$ cat config.mk
export PLATFORM = sky130hd
export DESIGN_NAME = pe_arr_ctrl
export DESIGN_NICKNAME = d
export VERILOG_FILES = /design/src/rtl/pe_arr_ctrl.sv
export SDC_FILE = /design/constraint.sdc
export NUM_CORES = 1
export LEC_CHECK = 0
export ABC_CLOCK_PERIOD_IN_PS = 2140
export BUFFER_PORTS_ARGS = -buffer_cell sky130_fd_sc_hd__buf_4
export CORE_MARGIN = 2
export CORE_UTILIZATION = 57
export DETAILED_ROUTE_END_ITERATION = 10
export PLACE_DENSITY_LB_ADDON = 0.1
export SYNTH_ARGS = -nofsm -noshare
export SYNTH_HDL_FRONTEND = slang
export SYNTH_SLANG_ARGS = --single-unit
$ cat constraint.sdc
create_clock -name clk -period 2.14 [get_ports clk]
set_clock_uncertainty 0.05 [all_clocks]
set_input_delay 0.321 -clock clk [delete_from_list [all_inputs] [get_ports clk]]
set_output_delay 0.321 -clock clk [all_outputs]
set_load 0.02 [all_outputs]
$ cat src/rtl/pe_arr_ctrl.sv
// Sequencer for the KSIZE*KSIZE PE array: weight load, window walk over the IFM,
// and a latency-matched delay line that tags adder-tree results with OFM addresses.
module pe_arr_ctrl #(
    parameter  int IFM_H    = 8,
    parameter  int IFM_W    = 8,
    parameter  int KSIZE    = 3,
    parameter  int STRIDE   = 1,
    parameter  int PIPE_LAT = 5,
    localparam int OH       = (IFM_H - KSIZE) / STRIDE + 1,
    localparam int OW       = (IFM_W - KSIZE) / STRIDE + 1,
    localparam int NPE      = KSIZE * KSIZE,
    localparam int WGT_W    = (NPE > 1) ? $clog2(NPE) : 1,
    localparam int ROW_W    = (IFM_H > 1) ? $clog2(IFM_H) : 1,
    localparam int COL_W    = (IFM_W > 1) ? $clog2(IFM_W) : 1,
    localparam int ADDR_W   = (OH * OW > 1) ? $clog2(OH * OW) : 1
) (
    input  logic              clk,
    input  logic              rst_n,
    input  logic              start,
    input  logic              stall,
    output logic              busy,
    output logic              done,
    output logic              wgt_load_en,
    output logic [WGT_W-1:0]  wgt_idx,
    output logic              win_valid,
    output logic [ROW_W-1:0]  win_row,
    output logic [COL_W-1:0]  win_col,
    output logic              ofm_valid,
    output logic [ADDR_W-1:0] ofm_addr
);

    localparam int DRN_W = (PIPE_LAT > 1) ? $clog2(PIPE_LAT) : 1;

    if (!(STRIDE == 1 || STRIDE == 2) || KSIZE > IFM_H || KSIZE > IFM_W || PIPE_LAT < 1)
    begin : g_param_check
        $error("pe_arr_ctrl: illegal STRIDE/KSIZE/PIPE_LAT parameterisation");
    end

    typedef enum logic [2:0] {
        S_IDLE,
        S_LOAD_WGT,
        S_RUN,
        S_DRAIN,
        S_DONE
    } state_t;

    state_t              state_q, state_d;
    logic [WGT_W-1:0]    wgt_cnt_q, wgt_cnt_d;
    logic [ROW_W-1:0]    oy_q, oy_d;
    logic [COL_W-1:0]    ox_q, ox_d;
    logic [ADDR_W-1:0]   addr_q, addr_d;
    logic [DRN_W-1:0]    drain_q, drain_d;
    logic [PIPE_LAT-1:0] dv_q, dv_d;
    logic [ADDR_W-1:0]   da_q [PIPE_LAT];
    logic [ADDR_W-1:0]   da_d [PIPE_LAT];

    logic issue;
    logic last_win;

    assign issue    = (state_q == S_RUN) && !stall;
    assign last_win = (ox_q == COL_W'(OW - 1)) && (oy_q == ROW_W'(OH - 1));

    // Counters saturate on the terminal window; DONE clears them for the next layer.
    always_comb begin
        state_d   = state_q;
        wgt_cnt_d = wgt_cnt_q;
        oy_d      = oy_q;
        ox_d      = ox_q;
        addr_d    = addr_q;
        drain_d   = drain_q;
        unique case (state_q)
            S_IDLE: begin
                if (start) begin
                    state_d   = S_LOAD_WGT;
                    wgt_cnt_d = '0;
                end
            end
            S_LOAD_WGT: begin
                if (wgt_cnt_q == WGT_W'(NPE - 1)) begin
                    state_d   = S_RUN;
                    wgt_cnt_d = '0;
                end else begin
                    wgt_cnt_d = wgt_cnt_q + WGT_W'(1);
                end
            end
            S_RUN: begin
                if (!stall) begin
                    if (last_win) begin
                        state_d = S_DRAIN;
                    end else begin
                        addr_d = addr_q + ADDR_W'(1);
                        if (ox_q == COL_W'(OW - 1)) begin
                            ox_d = '0;
                            oy_d = oy_q + ROW_W'(1);
                        end else begin
                            ox_d = ox_q + COL_W'(1);
                        end
                    end
                end
            end
            S_DRAIN: begin
                if (drain_q == DRN_W'(PIPE_LAT - 1)) begin
                    state_d = S_DONE;
                    drain_d = '0;
                end else begin
                    drain_d = drain_q + DRN_W'(1);
                end
            end
            S_DONE: begin
                state_d = S_IDLE;
                ox_d    = '0;
                oy_d    = '0;
                addr_d  = '0;
            end
            default: state_d = S_IDLE;
        endcase
    end

    // The datapath has no backpressure, so the tag line shifts every cycle.
    always_comb begin
        dv_d[0] = issue;
        da_d[0] = addr_q;
        for (int i = 1; i < PIPE_LAT; i++) begin
            dv_d[i] = dv_q[i-1];
            da_d[i] = da_q[i-1];
        end
    end

    always_ff @(posedge clk) begin
        if (rst_n) begin
            state_q   <= S_IDLE;
            wgt_cnt_q <= '0;
            oy_q      <= '0;
            ox_q      <= '0;
            addr_q    <= '0;
            drain_q   <= '0;
            dv_q      <= '0;
            for (int i = 0; i < PIPE_LAT; i++) begin
                da_q[i] <= '0;
            end
        end else begin
            state_q   <= state_d;
            wgt_cnt_q <= wgt_cnt_d;
            oy_q      <= oy_d;
            ox_q      <= ox_d;
            addr_q    <= addr_d;
            drain_q   <= drain_d;
            dv_q      <= dv_d;
            da_q      <= da_d;
        end
    end

    assign busy        = (state_q == S_LOAD_WGT) || (state_q == S_RUN) || (state_q == S_DRAIN);
    assign done        = (state_q == S_DONE);
    assign wgt_load_en = (state_q == S_LOAD_WGT);
    assign wgt_idx     = wgt_cnt_q;
    assign win_valid   = issue;
    assign win_row     = (state_q == S_RUN) ? ROW_W'(int'(oy_q) * STRIDE) : '0;
    assign win_col     = (state_q == S_RUN) ? COL_W'(int'(ox_q) * STRIDE) : '0;
    assign ofm_valid   = dv_q[PIPE_LAT-1];
    assign ofm_addr    = dv_q[PIPE_LAT-1] ? da_q[PIPE_LAT-1] : '0;

endmodule

== Word-level counts from Yosys, hierarchy flattened ==
Cells that the tools add are included.
Widths: inputs -> output; s select.

* Output and inout port bits: 21
* Bits of input ports: 4
* Word-level logic and storage cells: 68
* Register bits after elaboration: 57

* Add/subtract/negate cells: 5
* Reduce and logical (&&, ||, !) cells: 12
* Multiplexer cells: 24
* Equality and inequality tests: 15

{| class="wikitable"
|+ Operators by type and width
! cell !! count
|-
| $mux 3 || 14
|-
| $mux 6 || 3
|-
| $eq 3x3->1 const B || 4
|-
| $pmux 3 s2 || 2
|-
| $pmux 3 s4 || 1
|-
| $pmux 6 s2 || 1
|-
| $ne 2x2->1 const B || 5
|-
| $add 3x1->3 const B || 3
|-
| $mux 4 || 2
|-
| $pmux 4 s2 || 1
|-
| $add 6x1->6 const B || 1
|-
| $eq 3x2->1 const B || 2
|-
| $reduce_and 5->1 || 1
|-
| $add 4x1->4 const B || 1
|-
| $eq 4x4->1 const B || 1
|-
| $ne 2x1->1 const B || 2
|-
| $reduce_and 4->1 || 1
|-
| $reduce_bool 2->1 || 2
|-
| $eq 3x1->1 const B || 1
|-
| $logic_not 3->1 || 1
|-
| $reduce_and 3->1 || 1
|-
| $logic_and 1x1->1 || 2
|-
| $logic_or 1x1->1 || 2
|-
| $reduce_and 2->1 || 1
|-
| $logic_not 1->1 || 1
|}

== Logic depth before layout (Yosys ltp) ==
* Word-level depth: 5
* Mapped depth: 6
* Gate-level depth less buffers: 6

== Worst setup path before layout ==
OpenSTA, ideal clock, no wires.

* Path kind: flip-flop to flip-flop
* From: register state_q[1]
* To: register addr_q[5]
* Stages on the path, launching flop included: 6
* Setup time: 0.139 ns
* Setup slack: 0.276 ns
* Clock period less this slack: 1.864 ns
* Path buffers: 1
* Data arrival time: 1.675 ns
* Required time: 1.951 ns
* Cell sequence: dfxtp_1 buf_2 or3b_2 clkinv_1 a2bb2oi_1 o211ai_1

* Word-level cells in the longest chain between the ends: 3
* Elaborated cells between the ends (all ways): 7
* Those cells by class: eq/ne (4); mux (1); reduce/logical (2)

{| class="wikitable"
|+ Ends and longest elaborated chain
! what !! line !! RTL
|-
| start: declaration || 47 || <nowiki>state_t state_q, state_d;</nowiki>
|-
| start signal: assignment || 142 || <nowiki>state_q <= state_d;</nowiki>
|-
| $eq 3x3->1 (*) || -- ||
|-
| net done || 22 || <nowiki>output logic done,</nowiki>
|-
| $reduce_bool 2->1 (no source line) || -- ||
|-
| $reduce_and 3->1 (no source line) || -- ||
|-
| end signal: assignment || 146 || <nowiki>addr_q <= addr_d;</nowiki>
|-
| end: declaration || 51 || <nowiki>logic [ADDR_W-1:0] addr_q, addr_d;</nowiki>
|}

Mark *: on every way through the listed nets, which the timed path passes. The rest lies on a longest branch.
A chain may end at the register's enable or synchronous reset.

== Worst setup path in the final report ==
* From: register state_q[0]
* To: output done

* Word-level cells in the longest chain between the ends: 1

{| class="wikitable"
|+ Ends and longest elaborated chain
! what !! line !! RTL
|-
| $eq 3x3->1 || 154 || <nowiki>assign done = (state_q == S_DONE);</nowiki>
|-
| end: declaration || 22 ||
|}

Every way passes these cells.

==> impl_summary.txt <==
----------------------------------------------------
[Finish]
  Final cell count without fillers ... 319
  Number of fillers in the final layout ... 269
  Antenna diode instance count ... 0
  Fraction of layout cells with a size suffix above 1 ... 0.192
  Cell area after layout ... 2720 um^2
  Post-layout nets ... 277
  Area Growth Syn to Fin ... 20.6%

[Die]
  Total Die Area ... 4480 um^2
  Width of the die ... 66.9 um
  Row count ... 22
  Core Area ... 3740 um^2
  Die height ... 66.9 um
  Top-Level Pins ... 25
  Initial core utilization ... 0.603

[Detailed routing]
  Detailed-route vias per instance ... 5.22
  Via count ... 1,665
  Number of iterations in the first detailed-routing pass ... 4
  DRC viols ... 0
  DRT iter0 DRCs ... 83
  DRT antenna net count ... 0
  Routed length per instance ... 12.0 um
  Total Routed Length ... 3820 um

[Power and ir drop]
  IR drop worst, VDD ... 0.000547 V
  Total power draw ... 0.00248 W
  Power per cell area ... 913 nW/um^2
  Static leakage ... 1.13 nW

[Critical path]
  Capturing element type of the critical path ... output pin
  Worst Path Arrival ... 1.69 ns
  Worst reg2reg path depth ... 6
  Critical path startpoint category ... flop
  Crit Path Max Fanout ... 14
  Bufs and invs on worst path ... 3
  Total number of cells along the worst setup path ... 4
  Cell at the slowest stage of the critical path ... sky130_fd_sc_hd__or3b_2
  Crit Path Category ... reg -> out
  Critical-path cell list ... buf_4 > or3b_2 > clkinv_1 > buf_4
  Largest stage delay on the critical path ... 0.52 ns
  Req. time, crit path ... 1.77 ns
  Worst path most repeated cell ... sky130_fd_sc_hd__buf_4
  Worst path top cell family by delay ... buffers and inverters

[Timing]
  Highest clock frequency the design can meet ... 485 MHz
  Minimum clock period ... 2.06 ns
  Headroom to the max-slew limit ... 0.696
  Fin Setup TNS ... 0 ns
  Max-slew violations ... 0
  Setup Viol. Count Final ... 0
  Final hold violation count ... 0
  Crit path setup slack, layout ... 0.0773 ns
  Final critical-path share of the clock period ... 0.964
  Unrepaired setup endpoints after global routing ... no
  Tightest Pin Transition ... 0.450 ns

[Place]
  Placed instance count ... 303
  Port Buf Inserts ... 24
  Pre-CTS WS ... 0.225 ns
  DP Area ... 2480 um^2
  Post-DP HPWL ... 2460 um
  Final weighted congestion of routability-driven global placement ... 0.813

[Synth]
  Top post-synthesis cells by area ... sky130_fd_sc_hd__dfxtp_1 51%, sky130_fd_sc_hd__nor2b_1 8.9%, sky130_fd_sc_hd__ha_1 3.9%, sky130_fd_sc_hd__and2_1 3.6%, sky130_fd_sc_hd__nand2b_1 2.5%
  Most used flip-flop cell after synthesis ... sky130_fd_sc_hd__dfxtp_1
  Post-synthesis instance area ... 2260 um^2
  Share of the synthesized area in the top cell type ... 0.506
  EDFF count, synth ... 0
  Count of cell types in the netlist ... 47
  FF+latch count, synth ... 57
  Syn_nets ... 248
  Leading post-synthesis cells by instance count ... 57 x sky130_fd_sc_hd__dfxtp_1, 32 x sky130_fd_sc_hd__nor2b_1, 14 x sky130_fd_sc_hd__nand2_1, 13 x sky130_fd_sc_hd__and2_1, 12 x sky130_fd_sc_hd__nor2_1
  Share of flip-flops with an asynchronous set or reset ... 0
  Synthesized instance count ... 237
  Synthesized area divided by synthesized cell count ... 9.52 um^2
  Library cell occupying the most area in the post-synthesis netlist ... sky130_fd_sc_hd__dfxtp_1
  YS warnings ... 0
  Most frequent cell after synthesis ... sky130_fd_sc_hd__dfxtp_1
  Proportion of synthesized chip area in sequential cells ... 0.506

[Clock network]
  Post-CTS Setup Repair Bufs ... 0
  Clock-pin slew on the worst setup and hold paths ... 0.06 ns
  PostCTS Resize Cnt ... 0
  Clock tree from TritonCTS ... built
  Deepest level of the CTS H-tree ... 3
  Number of buffers created by CTS ... 9
  Clock root buffer ... sky130_fd_sc_hd__clkbuf_8
  Clock sink count ... 57
  Clock latency on the worst-skew pair ... 0.33 ns
  Hold_buf cts ... 0
  Clock Tree Buf Depth ... 2

[GRT]
  GRT Overall Usage ... 0.195
  Grt ovf ... 0
  Wire length of the first global-routing pass ... 6370 um
  Antenna violations before repair ... 0
  Maximum number of pins on one net before global-route repair ... 52
  Number of global-route vias before repair ... 1,465

[Flow run]
  Maximum Capacitance Violations ... 0

[Status]
  Outcome ... completed

[Worst hold path]
  Hold Crit Depth ... 2
  Worst hold path type ... in -> reg

----------------------------------------------------
final timing paths:
| path | startpoint | end | slack [ns] |
|---|---|---|---|
| max | state_q[0] | done | 0.08 |
| min | stall | dv_q[0] | 0.17 |
| max reg2reg | oy_q[1] | addr_q[2] | 0.25 |
| min reg2reg | da_d[21] | da_d[15] | 0.38 |
worst register-to-register path, cell delays in order (launching register included):
cell and delay, ns:
sky130_fd_sc_hd__dfxtp_1 0.38, sky130_fd_sc_hd__inv_1 0.07, sky130_fd_sc_hd__ha_1 0.22, sky130_fd_sc_hd__and4b_1 0.26, sky130_fd_sc_hd__a211o_1 0.37, sky130_fd_sc_hd__or3b_1 0.41, sky130_fd_sc_hd__o211ai_2 0.07
final cells by class:
type / count / area [um^2] / share of cell area
flip-flops and latches: 57 / 1140 / 0.420
multi-input cells: 157 / 1020 / 0.375
repair buffers: 29 / 218 / 0.0800
clock buffers: 11 / 131 / 0.0483
clock inverters: 5 / 104 / 0.0382
well taps: 48 / 60.1 / 0.0221
inverters: 12 / 45.0 / 0.0166
through the flow:
step / hold WS (ns) / util
floorplan: 0.364 / -
global placement: 0.366 / 0.663
detailed placement: 0.373 / 0.663
CTS: 0.159 / 0.726
global route: 0.165 / 0.727
finish: 0.169 / 0.727
routing by layer:
layer,up-vias,GRT usage,wire [um]
met3,7,0.0709,163
met4,0,0.0944,68
met5,-,0,0
met2,37,0.311,1750
li1,868,-,-
met1,753,0.232,1840
cell families (layout without fill, tap and decap cells):
group                      count (synthesis)  after routing  share of synthesized area
and+or+nand+nor                          106            106                      0.279
DFF                                       57             57                      0.506
AOI/OAI and AO/OA                         43             43                      0.130
buffers and inverters                     23             57                     0.0421
adders and majority gates                  7              7                     0.0388
muxes                                      1              1                    0.00444
registers in the layout, indices dropped and copies added, names as in the netlist:
name,count
da_d,24
addr_q,6
da_q,6
dv_q,5
wgt_idx,4
drain_q,3
ox_q,3
oy_q,3
state_q,3
cell usage in the layout, fill, tap and decap left out, drive strengths merged, types with 2 or more instances in the layout:
cell type	count
a211o	2
a211oi	2
a21oi	11
a22oi	3
a31oi	2
a32oi	2
and2	13
buf	29
bufinv	3
clkbuf	11
clkinv	3
dfxtp	57
ha	7
inv	11
nand2	14
nand2b	9
nand3	7
nand3b	2
nand4b	2
nor2	12
nor2b	32
nor3	2
nor3b	2
o211ai	2
o21a	2
o21ai	8
o22ai	2
o32a	2
or3b	2
or4b	2
where the power goes:
part / leakage, nW / total (W) / internal [W] / switching (W)
sequential: 0.460 / 0.00110 / 0.00108 / 0.0000192
combinational: 0.555 / 0.000196 / 0.0000821 / 0.000114
clock: 0.118 / 0.00119 / 0.000774 / 0.000416
total: 1.13 / 0.00248 / 0.00193 / 0.000550
(Power assumes the default switching activity.)
